==> config.mk <==
export PLATFORM = sky130hd
export DESIGN_NAME = fib_control_unit
export DESIGN_NICKNAME = d
export VERILOG_FILES = /design/src/rtl/fib_control_unit.sv
export SDC_FILE = /design/constraint.sdc
export NUM_CORES = 1
export LEC_CHECK = 0
export ABC_CLOCK_PERIOD_IN_PS = 2500
export BUFFER_PORTS_ARGS = -buffer_cell sky130_fd_sc_hd__buf_2
export CAP_MARGIN = 40
export CORE_AREA = 2 2 39 41
export DETAILED_ROUTE_END_ITERATION = 7
export DIE_AREA = 0 0 41 43
export PLACE_DENSITY = 0.74
export SLEW_MARGIN = 20
export SYNTH_ARGS = -nofsm -noshare
export SYNTH_HDL_FRONTEND = slang
export SYNTH_SLANG_ARGS = --single-unit
==> constraint.sdc <==
create_clock -name clk -period 2.5 [get_ports clk]
set_clock_uncertainty 0.15 [all_clocks]
set_input_delay 0.375 -clock clk [delete_from_list [all_inputs] [get_ports clk]]
set_output_delay 0.375 -clock clk [all_outputs]
set_load 0.05 [all_outputs]
==> src/rtl/fib_control_unit.sv <==
// Fibonacci sequencer: steps ALU + 4-entry register file one opcode per clock, Moore outputs.
// Result lands in R2; DONE arrives 1 (n=0), 5 (n=1) or 6+4(n-2) cycles after start is accepted.
module fib_control_unit #(
   parameter int size = 4
) (
   input  logic            clk,
   input  logic            reset,
   input  logic            start,
   input  logic [size-1:0] n,
   input  logic            zero_flag,
   output logic [2:0]      alu_opcode,
   output logic [1:0]      rd_sel1,
   output logic [1:0]      rd_sel2,
   output logic [1:0]      wr_sel,
   output logic            wr_en,
   output logic [size-1:0] ext_data,
   output logic            busy,
   output logic            done,
   output logic            err
);

   localparam logic [2:0] OP_NOOP  = 3'b000;
   localparam logic [2:0] OP_SET   = 3'b001;
   localparam logic [2:0] OP_DEC   = 3'b011;
   localparam logic [2:0] OP_LOAD  = 3'b100;
   localparam logic [2:0] OP_STORE = 3'b101;
   localparam logic [2:0] OP_ADD   = 3'b110;
   localparam logic [2:0] OP_COPY  = 3'b111;

   typedef enum logic [3:0] {
      IDLE, LOADN, SET1, SET2, DECI, DEC, ADD, CPY1, CPY2, DONE
   } state_t;

   state_t          state, state_nxt;
   logic [size-1:0] n_lat;

   always_ff @(posedge clk or posedge reset) begin
      if (reset) begin
         state <= IDLE;
         n_lat <= '0;
      end else begin
         state <= state_nxt;
         if (state == IDLE && start)
            n_lat <= n;
      end
   end

   // R0 counter, R1 F(k-1), R2 F(k), R3 temp
   always_comb begin
      state_nxt  = state;
      alu_opcode = OP_NOOP;
      rd_sel1    = 2'd0;
      rd_sel2    = 2'd0;
      wr_sel     = 2'd0;
      wr_en      = 1'b0;
      ext_data   = '0;
      busy       = 1'b1;
      done       = 1'b0;
      err        = 1'b0;
      case (state)
         IDLE: begin
            busy = 1'b0;
            if (start)
               state_nxt = (n == '0) ? DONE : LOADN;
         end
         LOADN: begin
            alu_opcode = OP_LOAD;
            ext_data   = n_lat;
            wr_en      = 1'b1;
            state_nxt  = SET1;
         end
         SET1: begin
            alu_opcode = OP_SET;
            wr_sel     = 2'd1;
            wr_en      = 1'b1;
            state_nxt  = SET2;
         end
         SET2: begin
            alu_opcode = OP_SET;
            wr_sel     = 2'd2;
            wr_en      = 1'b1;
            state_nxt  = DECI;
         end
         DECI, DEC: begin
            // zero_flag reflects R0-1 in this cycle: counter exhausted
            alu_opcode = OP_DEC;
            wr_en      = 1'b1;
            if (zero_flag)
               state_nxt = DONE;
            else
               state_nxt = (state == DECI) ? DEC : ADD;
         end
         ADD: begin
            alu_opcode = OP_ADD;
            rd_sel1    = 2'd1;
            rd_sel2    = 2'd2;
            wr_sel     = 2'd3;
            wr_en      = 1'b1;
            state_nxt  = CPY1;
         end
         CPY1: begin
            alu_opcode = OP_COPY;
            rd_sel1    = 2'd2;
            wr_sel     = 2'd1;
            wr_en      = 1'b1;
            state_nxt  = CPY2;
         end
         CPY2: begin
            alu_opcode = OP_COPY;
            rd_sel1    = 2'd3;
            wr_sel     = 2'd2;
            wr_en      = 1'b1;
            state_nxt  = DEC;
         end
         DONE: begin
            alu_opcode = OP_STORE;
            rd_sel1    = 2'd2;
            done       = 1'b1;
            err        = (n_lat == '0);
            state_nxt  = IDLE;
         end
         default: state_nxt = IDLE;
      endcase
   end

endmodule

==> out/metrics.csv <==
metric;value;unit
postPlaceCellArea;723;sq um
drive_gt1_share;46.0;%
timing.fmax;0.439;GHz
ys_warn_count;0;
globalplace.congestion;0.723;
route.detailed.drc;0;
path_cells;nand2b_1, or2_1, a21oi_1, buf_2;
grt_first_pass_wirelength;2280;um
cts_buffers;3;
initial_core_util;44.4;%
fp.dieH;43;um
mostFrequentLayoutCell;buf_2;
portBuffers;23;
wirelength;1350;um
synth_area;614;sq um
diodes;0;
grt.total_usage;19.3;%
grt_setup_unrepaired;no;
hpwl;1020;um
first_global_vias;525;
cts_tree;built;
avgSynthCellArea;9.60;sq um
worstSetupPathType;reg2out;
syn_inst;64;
die_area;1760;sq um
syn_nets;72;
start_kind;flop;
cts.htree.levels;1;
ys_ff_latch;8;
worst-endpoint-required;1.98;ns
status;finished, final reports clean;
finalHoldViolCount;0;
crit_slowest_cell;dfrtp_1;
area_delta_synth_final;23.0;%
holdCritPathClass;in2reg;
std_cell_rows;14;
fin_area;756;sq um
setup_viol;0;
drt_iter0_markers;6;
first_pass_iters;4;
final_max_slew_viol_count;0;
via_count;555;
io_pins;25;
ctsResizeCount;0;
cts-root-buf;clkbuf_4;
drv_cap;0;
antenna_found_initial;0;
final_cell_mix;buf_2 (23), dfrtp_1 (8), nand2_1 (6), and2_1 (5);
fin_crit_sh;91.0;%
setup_tns;0;ns
clockBufferDepth;2;
routedWlPerCell;13.1;um
clk_pin_slew;0.06;ns
clkSinkCount;8;
synth.distinct_cells;33;
slew-limit-headroom;66.2;%
avgViaCountPerCell;5.39;
nets;97;
coreArea;1380;sq um
fin_crit;2.28;ns
drtAntennaViolNets;0;
critPathArrivalTime;1.75;ns
clkLatencyLatePin;0.26;ns
crit_path_end_kind;primary output;
crit_path_max_fanout;13;
grt_start_max_net_pins;16;
dieWidth;41;um
yosysSeqAreaShare;32.6;%
tightestPinTransition;0.506;ns
cp_slowest_stage_delay;0.62;ns
grt_remaining_overflow;0;
repair_timing:
action	CTS	global route
hold endpoints to repair	8	0
hold buffers	1	0
buffers inserted	0	0
cells in the mapped netlist, drive strengths merged:
library cell / number / area share, %
nand2: 6 / 3.7
nand3: 1 / 1.6
dfrtp: 8 / 33
o31ai: 1 / 1.2
o21a: 1 / 1.2
nor4b: 2 / 5.3
a211oi: 1 / 1.2
mux2i: 1 / 1.6
nand2b: 2 / 2.0
mux2: 4 / 9.8
nor2b: 1 / 1.0
a21oi: 3 / 2.4
and2: 5 / 5.1
o21ai: 4 / 3.3
or4: 1 / 1.8
a211o: 1 / 1.4
nor4: 1 / 1.0
buf: 5 / 5.5
conb: 1 / 0.61
o211ai: 1 / 2.0
or2: 1 / 1.0
and3: 2 / 2.0
xnor2: 2 / 2.9
a221oi: 1 / 2.4
inv: 2 / 1.2
nor2: 3 / 2.6
nor3: 3 / 3.3
path summary, 6_finish.rpt:
check / startpoint / end / slack, ns / cells past startpoint
max in group asynchronous: reset / state[0] / 1.50 / 3
setup / recovery: state[1] / rd_sel1[0] / 0.22 / 4
min in group asynchronous: reset / state[2] / 0.45 / 3
hold / removal: n[1] / n_lat[1] / 0.22 / 2
hold reg to reg: n_lat[2] / n_lat[2] / 0.39 / 1
setup reg to reg: state[2] / n_lat[0] / 0.84 / 3
sequential cells by signal (all words and copies together) (netlist names):
register	flops
n_lat	4
state	4
per-layer routing:
layer | up-vias | GRT usage, % | wire [um]
li1 | 270 | - | -
met1 | 270 | 23.6 | 578
met2 | 13 | 30.6 | 694
met3 | 2 | 7.85 | 64
met4 | 0 | 4.00 | 8
met5 | - | 0 | 0
cell type report:
type	instances	area (sq um)
Clock buffer	3	22.5
Timing Repair Buffer	25	133
Inverter	2	7.51
Tap cell	16	20.0
Multi-Input combinational cell	49	373
Sequential cell	8	200
Fill cell	146	628
kinds of logic after synthesis:
| kind of cell | after synthesis | synth area share [%] |
|---|---|---|
| xor gates and xnor gates | 2 | 2.85 |
| and+or+nand+nor | 28 | 30.5 |
| other | 1 | 0.610 |
| muxes | 5 | 11.4 |
| DFF | 8 | 32.6 |
| AOI/OAI and AO/OA | 13 | 15.3 |
| buffers and inverters | 7 | 6.72 |
stage by stage:
| step | hold slack [ns] | utilization (%) | std cells | setup WS (ns) |
|---|---|---|---|---|
| floorplan | 0.0407 | - | 64 | 0.0815 |
| global placement | 0.188 | 52.3 | 99 | 0.538 |
| detailed placement | 0.196 | 52.3 | 99 | 0.498 |
| CTS | 0.214 | 54.6 | 103 | 0.219 |
| global route | 0.220 | 54.6 | 103 | 0.0694 |
| finish | 0.222 | 54.6 | 103 | 0.224 |
critical path: cells and delay by family (launching register included):
family | cells | cell delay [ns]
DFF | 1 | 0.62
and+or+nand+nor | 2 | 0.47
buffers and inverters | 1 | 0.28
AOI/OAI and AO/OA | 1 | 0.13
Power is left out: the tool's default activity adds up to more than one toggle a clock period on the data nets, which glitch-free logic cannot reach.
